[config.mk]
export PLATFORM = sky130hd
export DESIGN_NAME = alarm_controller
export DESIGN_NICKNAME = d
export VERILOG_FILES = /design/src/rtl/alarm_controller.sv
export SDC_FILE = /design/constraint.sdc
export NUM_CORES = 1
export LEC_CHECK = 0
export BUFFER_PORTS_ARGS = -buffer_cell sky130_fd_sc_hd__buf_4
export CORE_ASPECT_RATIO = 2
export CORE_UTILIZATION = 50
export DETAILED_ROUTE_END_ITERATION = 10
export PLACE_DENSITY = 0.85
export SLEW_MARGIN = 20
export SYNTH_ARGS = -nofsm -noshare
export SYNTH_HDL_FRONTEND = slang
export SYNTH_SLANG_ARGS = --single-unit
[constraint.sdc]
create_clock -name clk_1hz -period 2.2 [get_ports clk_1hz]
set_input_delay 0.44 -clock clk_1hz [delete_from_list [all_inputs] [get_ports clk_1hz]]
set_output_delay 0.44 -clock clk_1hz [all_outputs]
set_load 0.01 [all_outputs]
[src/rtl/alarm_controller.sv]
// Alarm controller fed by the clk_1hz time-of-day counters: stores an alarm time,
// rings on match, supports bounded ringing, limited snoozes, stop and disarm.
module alarm_controller #(
  parameter int RING_SECS   = 60,
  parameter int SNOOZE_SECS = 300,
  parameter int MAX_SNOOZE  = 3
) (
  input  logic       clk_1hz,
  input  logic       rst,
  input  logic [5:0] seconds,
  input  logic [5:0] minutes,
  input  logic [4:0] hours,
  input  logic       set_alarm,
  input  logic [4:0] set_hours,
  input  logic [5:0] set_minutes,
  input  logic       arm,
  input  logic       disarm,
  input  logic       snooze,
  input  logic       stop,
  output logic [4:0] alarm_hours,
  output logic [5:0] alarm_minutes,
  output logic       armed,
  output logic       ringing,
  output logic       snooze_active,
  output logic [1:0] snooze_count,
  output logic       set_err,
  output logic [1:0] dbg_state
);

  localparam logic [1:0] S_IDLE    = 2'd0;
  localparam logic [1:0] S_ARMED   = 2'd1;
  localparam logic [1:0] S_RINGING = 2'd2;
  localparam logic [1:0] S_SNOOZE  = 2'd3;

  localparam logic [8:0] RING_LAST   = 9'(RING_SECS - 1);
  localparam logic [8:0] SNOOZE_LAST = 9'(SNOOZE_SECS - 1);
  localparam logic [1:0] MAX_CNT     = 2'(MAX_SNOOZE);

  logic [1:0] r_state;
  logic [8:0] r_timer;
  logic [1:0] r_snooze_count;
  logic [4:0] r_alarm_hours;
  logic [5:0] r_alarm_minutes;
  logic       r_armed;
  logic       r_ringing;
  logic       r_snooze_active;
  logic       r_set_err;
  logic       r_snooze_d;
  logic       r_stop_d;

  logic [1:0] w_next_state;
  logic [8:0] w_next_timer;
  logic [1:0] w_next_count;
  logic       w_snooze_edge;
  logic       w_stop_edge;
  logic       w_match;
  logic       w_set_bad;

  assign w_snooze_edge = snooze & ~r_snooze_d;
  assign w_stop_edge   = stop & ~r_stop_d;
  // Compares against the alarm value held before any set_alarm on this tick.
  assign w_match   = (hours == r_alarm_hours) && (minutes == r_alarm_minutes) &&
                     (seconds == 6'd0);
  assign w_set_bad = (set_hours > 5'd23) || (set_minutes > 6'd59);

  always_comb begin
    w_next_state = r_state;
    w_next_timer = r_timer;
    w_next_count = r_snooze_count;
    if (disarm) begin
      w_next_state = S_IDLE;
      w_next_timer = 9'd0;
      w_next_count = 2'd0;
    end else begin
      case (r_state)
        S_IDLE: begin
          if (arm) w_next_state = S_ARMED;
        end
        S_ARMED: begin
          if (w_match) begin
            w_next_state = S_RINGING;
            w_next_timer = 9'd0;
            w_next_count = 2'd0;
          end
        end
        S_RINGING: begin
          if (w_stop_edge) begin
            w_next_state = S_ARMED;
            w_next_timer = 9'd0;
            w_next_count = 2'd0;
          end else if (w_snooze_edge && (r_snooze_count < MAX_CNT)) begin
            w_next_state = S_SNOOZE;
            w_next_timer = 9'd0;
            w_next_count = r_snooze_count + 2'd1;
          end else if (r_timer == RING_LAST) begin
            w_next_state = S_ARMED;
            w_next_timer = 9'd0;
            w_next_count = 2'd0;
          end else begin
            w_next_timer = r_timer + 9'd1;
          end
        end
        S_SNOOZE: begin
          if (w_stop_edge) begin
            w_next_state = S_ARMED;
            w_next_timer = 9'd0;
            w_next_count = 2'd0;
          end else if (r_timer == SNOOZE_LAST) begin
            w_next_state = S_RINGING;
            w_next_timer = 9'd0;
          end else begin
            w_next_timer = r_timer + 9'd1;
          end
        end
        default: begin
          w_next_state = S_IDLE;
          w_next_timer = 9'd0;
          w_next_count = 2'd0;
        end
      endcase
    end
  end

  always_ff @(posedge clk_1hz or posedge rst) begin
    if (rst) begin
      r_state         <= S_IDLE;
      r_timer         <= 9'd0;
      r_snooze_count  <= 2'd0;
      r_alarm_hours   <= 5'd0;
      r_alarm_minutes <= 6'd0;
      r_armed         <= 1'b0;
      r_ringing       <= 1'b0;
      r_snooze_active <= 1'b0;
      r_set_err       <= 1'b0;
      r_snooze_d      <= 1'b0;
      r_stop_d        <= 1'b0;
    end else begin
      r_state         <= w_next_state;
      r_timer         <= w_next_timer;
      r_snooze_count  <= w_next_count;
      r_armed         <= (w_next_state != S_IDLE);
      r_ringing       <= (w_next_state == S_RINGING);
      r_snooze_active <= (w_next_state == S_SNOOZE);
      r_snooze_d      <= snooze;
      r_stop_d        <= stop;
      r_set_err       <= set_alarm & w_set_bad;
      if (set_alarm && !w_set_bad) begin
        r_alarm_hours   <= set_hours;
        r_alarm_minutes <= set_minutes;
      end
    end
  end

  assign alarm_hours   = r_alarm_hours;
  assign alarm_minutes = r_alarm_minutes;
  assign armed         = r_armed;
  assign ringing       = r_ringing;
  assign snooze_active = r_snooze_active;
  assign snooze_count  = r_snooze_count;
  assign set_err       = r_set_err;
  assign dbg_state     = r_state;

endmodule

==> run_results.csv, run 1 <==
group,metric,value,unit
worst_setup_path,reg2reg_slack,0.12,ns
clock_network,clk_latency,0.28,ns
logic_synthesis,synth_common_cells,"30 x dfrtp_1, 13 x o21ai_0, 11 x mux2_2, 11 x nor2_1, 11 x xnor2_1",
logic_synthesis,synthMostInstantiatedCell,"dfrtp_1",
logic_synthesis,yosysSeqAreaShare,43.8,%
grt,grt_pass1_vias,1480,
finish,antenna_cells,0,
worst_setup_path,cp_slowest_cell,"dfrtp_1",
clock_network,cts_tree,"built",
floorplan,io_pins,54,
power,p_per_area,640,nW/um2
placement,dpl_cell_area,2210,um2
worst_setup_path,crit_buf_inv,1,
sta,setup_ws,0.115,ns
detailed_routing,drt_iter0_drc,40,
floorplan,initial_core_util,53.0,%
sta,holdWs,0.226,ns
sta,tns,0,ns
detailed_routing,routed_wl,3.97,mm
finish,fill_cells,260,
worst_setup_path,start_kind,"flip-flop",
worst_setup_path,r2r_end,"r_timer[4]$_DFFE_PP0P_",
sta,drv_slew,0,
logic_synthesis,synth_area_leaders,"dfrtp_1 44%, mux2_2 7.2%, xnor2_1 5.6%",
finish,fin_util,71.7,%
worst_setup_path,max_stage_delay,0.41,ns
clock_network,htreeDepth,2,
worst_setup_path,path_cells,"ha_1, nor3b_1, buf_4, a211oi_2, o221ai_4, nand3b_4, nand2b_1, o21ai_1",
floorplan,coreArea,3230,um2
placement,dp_hpwl,3.07,mm
logic_synthesis,synth_flop_cell,"dfrtp_1",
worst_setup_path,end_kind,"flip-flop",
finish,finalNetCount,269,
worst_hold_path,hold_path.class,"input pin to async pin",
finish,stdcell_area,2320,um2
floorplan,num_rows,29,
job,maxCapViolCount,0,
sta,hold_viol,0,
worst_setup_path,cp_max_fo,9,
power,leakage,1.09,nW
grt,antenna_found_initial,0,
logic_synthesis,syn_nets,202,
status,status,"finished with violations",
sta,final.period_utilization,94.8,%
clock_network,cts.clk_slew.worst_paths,0.07,ns
worst_setup_path,ff2ff_path_depth,8,
logic_synthesis,synthArstFlopShare,100,%
status,failed_checks,"design-rule violations",
sta,fin_worst_skew,0.00466,ns
logic_synthesis,synth_edf_count,0,
detailed_routing,avgRoutedWirePerCell,15.3,um
logic_synthesis,ys_types,42,
worst_setup_path,critical_path_cell_count,8,
logic_synthesis,synth_area,1710,um2
clock_network,clockRootBuffer,"clkbuf_8",
power,ir_drop,0.000720,V
sta,tightest_slew,0.526,ns
logic_synthesis,yosysWarningCount,0,
worst_setup_path,startpoint,"snooze_count[0]$_DFFE_PP0P_",
worst_setup_path,crit_end,"r_timer[4]$_DFFE_PP0P_",
finish,layout-drive-gt1-share,40.2,%
clock_network,cts_inserted_buffers,5,
placement,pre_cts_ws,0.0915,ns
logic_synthesis,synth_cells,161,
logic_synthesis,post_synth.cell_area_avg,10.6,um2
floorplan,die_y,84.8,um
worst_setup_path,path_delay_family,"simple AND/OR/NAND/NOR gates",
logic_synthesis,yosysTopAreaCell,"dfrtp_1",
floorplan,fp.dieW,43.4,um
worst_setup_path,r2r-start,"snooze_count[0]$_DFFE_PP0P_",
finish,area_growth,35.2,%
placement,place.gp.congestion,0.902,
clock_network,clock_path_buffers,2,
worst_setup_path,worstPathArrival,2.25,ns
grt,globalRouteTotalUtil,24.3,%
sta,rsz0062_at_grt,"no",
grt,grt_overflow,0,
clock_network,clkSinkCount,30,
detailed_routing,route.detailed.vias_per_inst,5.69,
sta,fmax,480,MHz
grt,grt_pass1_wl,6.56,mm
detailed_routing,drc,22,
detailed_routing,route.vias.total,1480,
sta,setup_violations,0,
clock_network,cts_setup_buffers,0,
detailed_routing,postRouteAntennaNets,0,
worst_setup_path,worstSetupPathType,"flip-flop to flip-flop",
floorplan,die-area,3680,um2
logic_synthesis,ys_seq_elements,30,
logic_synthesis,synth_top_area_share,43.8,%
sta,min_period,2.08,ns
detailed_routing,drtPass1Iterations,7,
grt,grt_max_degree,31,
worst_setup_path,required,2.37,ns
sta,max-slew-margin-rel,64.8,%
placement,numPortBuffers,53,
## flip-flops by register name, summed over array words and instances (netlist names), 2 cells and up
| register | cells |
|---|---|
| alarm_minutes | 6 |
| r_timer | 9 |
| snooze_count | 2 |
| alarm_hours | 5 |
| dbg_state | 2 |
## stage by stage
| step | power [mW] | cells |
|---|---|---|
| final | 1.48 | 260 |
| after global routing | 1.56 | 260 |
| after CTS | 1.49 | 260 |
| after detailed placement | 0.953 | 252 |
| after global placement | 0.945 | 252 |
| after floorplan | 0.798 | 161 |
## where the power goes
part / switching, mW / total, mW / internal [mW]
Clock: 0.208 / 0.541 / 0.333
Sequential: 0.0307 / 0.621 / 0.590
Combinational: 0.145 / 0.322 / 0.177
Total: 0.384 / 1.48 / 1.10
## repair_timing
item / in CTS / in global routing
endpoints found under the setup margin: 0 / 3
resized for setup: 0 / 1
hold buffers: 0 / 0
hold endpoints to repair: 0 / 0
## cell usage in the layout, fill, tap and decap left out, drive strengths merged, types with 2 or more instances in the layout
| cell | synthesis | final |
|---|---|---|
| o41ai | 2 | 2 |
| and3 | 4 | 4 |
| mux2 | 11 | 11 |
| o2111ai | 2 | 2 |
| nand2 | 9 | 9 |
| clkinv | 0 | 2 |
| o31ai | 3 | 3 |
| ha | 6 | 6 |
| nand4 | 5 | 5 |
| nor2b | 5 | 5 |
| nor2 | 11 | 11 |
| nand3 | 5 | 5 |
| or2 | 3 | 3 |
| o21ai | 18 | 18 |
| dfrtp | 30 | 30 |
| inv | 8 | 8 |
| a21oi | 3 | 3 |
| nand2b | 5 | 5 |
| buf | 0 | 61 |
| xnor2 | 11 | 11 |
| clkbuf | 1 | 5 |
## tightest hold or removal path, stage by stage
cell   delay (ns)
buf_4        0.11
inv_1        0.04
buf_4        0.34
## layout make-up
| cell class | instances | area [um2] | share of cell area [%] |
|---|---|---|---|
| clock buffer | 5 | 68.8 | 2.97 |
| clock inverter | 3 | 40.0 | 1.73 |
| inverter | 8 | 30.0 | 1.30 |
| multi-input combinational | 122 | 930 | 40.1 |
| sequential | 30 | 751 | 32.4 |
| tap | 31 | 38.8 | 1.67 |
| timing repair buffer | 61 | 458 | 19.8 |
## worst min-delay path by stage
stage	cells after the start	startpoint	endpoint	slack (ns)
2_1_floorplan	2	r_timer[1]$_DFFE_PP0P_	r_timer[1]$_DFFE_PP0P_	0.47
3_3_place_gp	2	r_timer[1]$_DFFE_PP0P_	r_timer[1]$_DFFE_PP0P_	0.48
3_5_place_dp	2	r_timer[1]$_DFFE_PP0P_	r_timer[1]$_DFFE_PP0P_	0.50
4_1_cts	3	rst	alarm_minutes[4]$_DFFE_PP0P_	0.24
5_1_grt	3	rst	alarm_minutes[4]$_DFFE_PP0P_	0.25
6_report	3	rst	alarm_minutes[4]$_DFFE_PP0P_	0.23
## layer usage
metal	track usage (%)	up-vias	routed length [um]
met4	13.9	0	163
li1	-	716	-
met1	22.7	690	1270
met5	0	-	0
met2	44.6	59	2290
met3	6.24	15	249
## cell families (layout without fill, tap and decap cells)
family | Yosys count | in the layout | share of synthesized area, %
simple gates | 57 | 57 | 20.4
compound gates | 37 | 37 | 16.6
mux | 11 | 11 | 7.23
fa+ha+maj | 6 | 6 | 4.38
xor+xnor | 11 | 11 | 5.62
flops | 30 | 30 | 43.8
buf+inv | 9 | 77 | 1.97
Note: power is estimated with default switching activity, not from simulation.
==> run 2: changes to the inputs <==
--- a/config.mk
+++ b/config.mk
@@ -5,11 +5,12 @@
 export SDC_FILE = /design/constraint.sdc
 export NUM_CORES = 1
 export LEC_CHECK = 0
+export ABC_AREA = 1
 export BUFFER_PORTS_ARGS = -buffer_cell sky130_fd_sc_hd__buf_4
 export CORE_ASPECT_RATIO = 2
-export CORE_UTILIZATION = 50
+export CORE_UTILIZATION = 53
 export DETAILED_ROUTE_END_ITERATION = 10
-export PLACE_DENSITY = 0.85
+export PLACE_DENSITY = 0.87
 export SLEW_MARGIN = 20
 export SYNTH_ARGS = -nofsm -noshare
 export SYNTH_HDL_FRONTEND = slang
==> run 2 against run 1 <==
Fmax is 20% higher. Highest routed layer unchanged. Clock power is 3.9% lower. Register-to-register slack gained 0.34 ns. The flow now finishes without violations. Worst setup slack gained 0.34 ns. Critical path type unchanged. Area after synthesis is 20% higher. First-iteration DRC count grew 23%. Final cell count rose by 56%. Total power up 33%. Synthesized cell count increased by 86%. Utilization fell by 0.65 points.
==> run_results.csv, run 2 <==
group,metric,value,unit
status,status,"complete, no violations",
grt,grt_overflow,0,
worst_setup_path,reg2reg_slack,0.46,ns
floorplan,initial_core_util,56.3,%
sta,rsz0062_at_grt,"no",
detailed_routing,drc,0,
detailed_routing,route.vias.total,2064,
clock_network,holdBufCountCts,0,
power,p_int,1.23,mW
detailed_routing,avgRoutedWirePerCell,12.5,um
worst_setup_path,worstSetupPathType,"flip-flop to flip-flop",
logic_synthesis,yosysTopAreaCell,"dfrtp_1",
clock_network,cts_inserted_buffers,5,
power,pwr-share-comb,39.5,%
worst_setup_path,cp_slowest_cell,"dfrtp_1",
logic_synthesis,synthMostInstantiatedCell,"nand2_1",
sta,final.period_utilization,79.2,%
worst_setup_path,worstPathArrival,1.91,ns
logic_synthesis,synth_top_area_share,36.6,%
finish,regMostFlops,"r_timer",
logic_synthesis,post_synth.cell_area_avg,6.84,um2
sta,holdWs,0.233,ns
sta,max-slew-margin-rel,73.4,%
finish,mostFrequentLayoutCell,"nand2_1",
logic_synthesis,syn_nets,341,
floorplan,io_pins,54,
sta,fmax,574,MHz
finish,finalNetCount,396,
worst_setup_path,path_cells,"ha_1, nand2_2, nor2_4, nand3_4, nand2_1, nand2_1, nand2_1, nand2_1, nand2_1, nand3_1, nand2_2, nand2_1",
floorplan,coreArea,3650,um2
power,p_sw,0.742,mW
grt,antenna_found_initial,0,
finish,antenna_cells,0,
worst_setup_path,start_kind,"flip-flop",
clock_network,clk_latency,0.28,ns
worst_setup_path,end_kind,"flip-flop",
worst_setup_path,required,2.37,ns
clock_network,htreeDepth,2,
power,power_frac_clock,26.4,%
sta,drv_slew,0,
clock_network,clkSinkCount,30,
floorplan,die-area,4140,um2
logic_synthesis,ys_seq_elements,30,
detailed_routing,routed_wl,5.07,mm
grt,grt_pass1_wl,8.10,mm
logic_synthesis,yosysWarningCount,0,
logic_synthesis,synth_common_cells,"86 x nand2_1, 44 x inv_1, 34 x nor2_1, 30 x dfrtp_1, 29 x nand3_1",
clock_network,cts-resized-gates,0,
finish,largest_register_ffs,9,
logic_synthesis,ys_types,31,
grt,globalRouteTotalUtil,26.5,%
power,ir_drop,0.000719,V
worst_setup_path,ff2ff_path_depth,12,
clock_network,clockRootBuffer,"clkbuf_8",
worst_setup_path,max_stage_delay,0.42,ns
logic_synthesis,synth_cells,300,
logic_synthesis,synth_area_leaders,"dfrtp_1 37%, nand2_1 16%, inv_1 8.0%",
detailed_routing,drtPass1Iterations,4,
worst_setup_path,r2r_end,"armed$_DFF_PP0_",
logic_synthesis,yosysSeqAreaShare,36.6,%
detailed_routing,postRouteAntennaNets,0,
sta,tns,0,ns
sta,hold_viol,0,
placement,place.gp.congestion,0.899,
worst_hold_path,hold_path.class,"input pin to async pin",
power,leakage,1.44,nW
floorplan,die_y,90.0,um
worst_setup_path,r2r-start,"r_timer[0]$_DFFE_PP0P_",
grt,grt_max_degree,31,
power,p_per_area,762,nW/um2
clock_network,clock_path_buffers,2,
worst_setup_path,cpMostUsedCell,"nand2_1",
logic_synthesis,synth_flop_cell,"dfrtp_1",
finish,stdcell_area,2590,um2
detailed_routing,drt_iter0_drc,49,
placement,dpl_cell_area,2480,um2
power,pwr-share-seq,34.2,%
sta,tightest_slew,0.399,ns
floorplan,fp.dieW,46.0,um
finish,area_growth,26.2,%
clock_network,cts_tree,"built",
clock_network,cts_setup_buffers,0,
finish,layout-drive-gt1-share,24.2,%
placement,dp_hpwl,3.96,mm
floorplan,num_rows,31,
sta,setup_ws,0.458,ns
power,swShare,37.6,%
worst_setup_path,cp_max_fo,6,
worst_setup_path,crit_buf_inv,0,
detailed_routing,route.detailed.vias_per_inst,5.10,
sta,min_period,1.74,ns
clock_network,cts.clk_slew.worst_paths,0.07,ns
sta,fin_worst_skew,0.00679,ns
logic_synthesis,synthArstFlopShare,100,%
worst_setup_path,path_delay_family,"simple AND/OR/NAND/NOR gates",
logic_synthesis,synth_edf_count,0,
placement,numPortBuffers,53,
placement,pre_cts_ws,0.394,ns
grt,grt_pass1_vias,2052,
finish,final_cell_mix,"86 x nand2_1, 56 x buf_4, 44 x inv_1",
sta,setup_violations,0,
job,maxCapViolCount,0,
logic_synthesis,synth_area,2050,um2
-- run 2: kinds of logic after synthesis --
logic type      Yosys count  share of synthesized area (%)
compound gates           27                           7.19
simple gates            176                           39.1
buf+inv                  56                           11.4
fa+ha+maj                 6                           3.66
flops                    30                           36.6
xor+xnor                  5                           2.13
-- run 2: cell type report --
| cell class | count | area [um2] |
|---|---|---|
| tap | 49 | 61.3 |
| inverter | 48 | 180 |
| fill | 322 | 1050 |
| multi-input combinational | 214 | 1070 |
| clock buffer | 8 | 110 |
| timing repair buffer | 56 | 420 |
| sequential | 30 | 751 |
-- run 2: per-layer routing --
| metal | share of wire, % | up-vias | routed length (um) | GRT usage, % |
|---|---|---|---|---|
| li1 | - | 1035 | - | - |
| met1 | 34 | 934 | 1710 | 22.1 |
| met2 | 58 | 78 | 2920 | 49.8 |
| met3 | 5.1 | 17 | 257 | 5.22 |
| met4 | 3.6 | 0 | 184 | 16.7 |
| met5 | 0 | - | 0 | 0 |
-- run 2: power groups by stage --
stage               Clock (mW)  Combinational [mW]  Sequential (mW)
floorplan                    0               0.500            0.710
global placement             0               0.750            0.683
detailed placement           0               0.769            0.686
CTS                      0.524               0.778            0.676
global route             0.546               0.863            0.685
finish                   0.520               0.779            0.675
-- run 2: worst min-delay path, cell delays in order --
cell and delay, ns:
buf_4 0.11, inv_1 0.04, buf_4 0.35
-- run 2: how the worst max path moves through the flow --
stage | start | endpoint | slack (ns) | cells past startpoint
after CTS | r_timer[0]$_DFFE_PP0P_ | armed$_DFF_PP0_ | 0.46 | 12
after global placement | hours[3] | r_timer[0]$_DFFE_PP0P_ | 0.45 | 11
final | r_timer[0]$_DFFE_PP0P_ | armed$_DFF_PP0_ | 0.46 | 12
after detailed placement | hours[3] | r_timer[0]$_DFFE_PP0P_ | 0.39 | 11
after global routing | dbg_state[1]$_DFF_PP0_ | r_timer[0]$_DFFE_PP0P_ | 0.28 | 6
after floorplan | dbg_state[0]$_DFF_PP0_ | armed$_DFF_PP0_ | 0.61 | 9
-- run 2: stage by stage --
stage | utilization, % | total power, mW | std cells
after detailed placement | 68.1 | 1.46 | 397
after CTS | 71.1 | 1.98 | 405
after global placement | 68.1 | 1.43 | 397
after global routing | 71.1 | 2.09 | 405
after floorplan | - | 1.21 | 300
final | 71.1 | 1.97 | 405
==> run 3: changes to the inputs <==
==> constraint.sdc (replaced) <==
create_clock -name clk_1hz -period 1.73 [get_ports clk_1hz]
set_input_delay 0.346 -clock clk_1hz [delete_from_list [all_inputs] [get_ports clk_1hz]]
set_output_delay 0.346 -clock clk_1hz [all_outputs]
set_load 0.01 [all_outputs]
==> run 3 against run 2 <==
Cell area is 2.8% higher. Final cell count rose by 2.0%. Critical path depth decreased by 2. Count of clock-buffer cells in the layout decreased by 3. Register-to-register slack worse by 0.32 ns. Global-route usage grew 0.43 points. Total power up 31%. Flip-flop and latch count unchanged. Fmax grew 9.5%. Routed wire length barely moved. Critical path type unchanged.
==> run_results.csv, run 3 (synthesized netlist as in run 2, its figures left out) <==
group,metric,value,unit
clock_network,cts_tree,"built",
clock_network,clk_latency,0.29,ns
clock_network,cts_inserted_buffers,5,
worst_setup_path,cp_max_fo,6,
status,status,"complete, no violations",
finish,largest_register_ffs,9,
power,p_sw,0.956,mW
floorplan,coreArea,3650,um2
grt,grt_pass1_wl,8.37,mm
floorplan,num_rows,31,
floorplan,die_y,90.0,um
worst_setup_path,crit_end,"snooze_count[0]$_DFFE_PP0P_",
power,power_frac_clock,26.9,%
placement,place.gp.congestion,0.909,
sta,max-slew-margin-rel,72.8,%
worst_setup_path,reg2reg_slack,0.14,ns
sta,rsz0062_at_grt,"no",
power,swShare,37.0,%
detailed_routing,drt_iter0_drc,52,
floorplan,fp.dieW,46.0,um
sta,final.period_utilization,92.0,%
detailed_routing,routed_wl,5.07,mm
finish,regMostFlops,"r_timer",
clock_network,cts-resized-gates,0,
worst_setup_path,end_kind,"flip-flop",
worst_setup_path,max_stage_delay,0.42,ns
placement,dpl_cell_area,2540,um2
sta,holdWs,0.129,ns
sta,setup_violations,0,
job,maxCapViolCount,0,
grt,use_met3,4.02,%
worst_hold_path,hold_path.class,"input pin to async pin",
grt,globalRouteTotalUtil,27.0,%
grt,grt_use_met2,51.2,%
power,pwr-share-seq,33.1,%
clock_network,holdBufCountCts,0,
power,ir_drop,0.000836,V
detailed_routing,postRouteAntennaNets,0,
sta,hold_viol,0,
clock_network,cts.clk_slew.worst_paths,0.07,ns
power,p_int,1.63,mW
placement,dp_hpwl,4.09,mm
detailed_routing,drtPass1Iterations,4,
worst_setup_path,path_cells,"ha_4, nand2_2, nor2_4, nand3_4, nand3_2, nand2_1, nand2_1, nand3_1, nand2_1, o21ai_1",
sta,tns,0,ns
clock_network,clkSinkCount,30,
sta,min_period,1.59,ns
clock_network,clockRootBuffer,"clkbuf_8",
worst_setup_path,ff2ff_path_depth,10,
power,pwr-share-comb,40.0,%
grt,grt_pass1_vias,2090,
clock_network,htreeDepth,2,
detailed_routing,avgRoutedWirePerCell,12.3,um
worst_setup_path,worstSetupPathType,"flip-flop to flip-flop",
worst_setup_path,r2r-start,"r_timer[1]$_DFFE_PP0P_",
sta,fmax,629,MHz
finish,area_growth,29.8,%
finish,antenna_cells,0,
detailed_routing,drc,0,
floorplan,die-area,4140,um2
placement,numPortBuffers,53,
grt,grt_max_degree,31,
sta,drv_slew,0,
worst_setup_path,start_kind,"flip-flop",
finish,finalNetCount,404,
worst_setup_path,required,1.90,ns
sta,tightest_slew,0.407,ns
worst_setup_path,cp_slowest_cell,"dfrtp_1",
floorplan,io_pins,54,
worst_setup_path,r2r_end,"snooze_count[0]$_DFFE_PP0P_",
clock_network,cts_setup_buffers,0,
grt,use_met1,25.0,%
power,total_power,2.58,mW
floorplan,initial_core_util,56.3,%
finish,stdcell_area,2670,um2
clock_network,clock_path_buffers,2,
finish,final_cell_mix,"85 x nand2_1, 64 x buf_4, 44 x inv_1",
worst_setup_path,worstPathArrival,1.76,ns
finish,mostFrequentLayoutCell,"nand2_1",
power,leakage,1.48,nW
finish,layout-drive-gt1-share,26.4,%
power,p_per_area,970,nW/um2
detailed_routing,route.detailed.vias_per_inst,5.03,
sta,fin_worst_skew,0.00914,ns
worst_setup_path,cpMostUsedCell,"nand2_1",
detailed_routing,route.vias.total,2078,
grt,busiest_layer,"met2",
worst_setup_path,startpoint,"r_timer[1]$_DFFE_PP0P_",
grt,grt_overflow,0,
grt,antenna_found_initial,0,
[run 3: power groups by stage]
| stage | sequential (mW) | clock [mW] | combinational [mW] |
|---|---|---|---|
| after floorplan | 0.902 | 0 | 0.635 |
| after global placement | 0.861 | 0 | 1.01 |
| after detailed placement | 0.864 | 0 | 1.03 |
| after global routing | 0.862 | 0.737 | 1.16 |
| after CTS | 0.854 | 0.700 | 1.03 |
| final | 0.855 | 0.695 | 1.03 |
[run 3: area by class of cell]
cell class | instances | area [um2]
Clock buffer | 5 | 68.8
Multi-Input combinational cell | 214 | 1080
Inverter | 48 | 180
Timing Repair Buffer | 64 | 480
Fill cell | 307 | 981
Clock inverter | 3 | 40.0
Tap cell | 49 | 61.3
Sequential cell | 30 | 751
[run 3: worst min-delay path by stage]
stage	start	depth (start not counted)	end	slack, ns
finish	rst	3	alarm_hours[0]$_DFFE_PP0P_	0.13
global route	snooze	1	r_snooze_d$_DFF_PP0_	0.16
CTS	rst	3	alarm_hours[0]$_DFFE_PP0P_	0.15
detailed placement	rst	3	alarm_hours[0]$_DFFE_PP0P_	0.45
global placement	rst	3	alarm_minutes[3]$_DFFE_PP0P_	0.45
floorplan	snooze	0	r_snooze_d$_DFF_PP0_	0.38
[run 3: routing by layer]
metal	routed length (um)	up-vias
met5	0	-
met2	2970	71
li1	-	1055
met1	1740	939
met3	242	13
met4	127	0
[run 3: critical path, delay by kind of cell (launching register included)]
kind	cells	cell delay, ns
AND/OR/NAND/NOR	8	0.81
flip-flops	1	0.42
adder cells (fa/ha/maj)	1	0.18
AO/OA/AOI/OAI	1	0.06
[run 3: through the flow]
stage                     std cells  worst slack (ns)  util, %
after floorplan                 300             0.142        -
after CTS                       413            0.0679     72.7
after detailed placement        405            0.0464     69.7
after global routing            413            0.0311     73.1
final                           413             0.139     73.1
after global placement          405             0.102     69.7
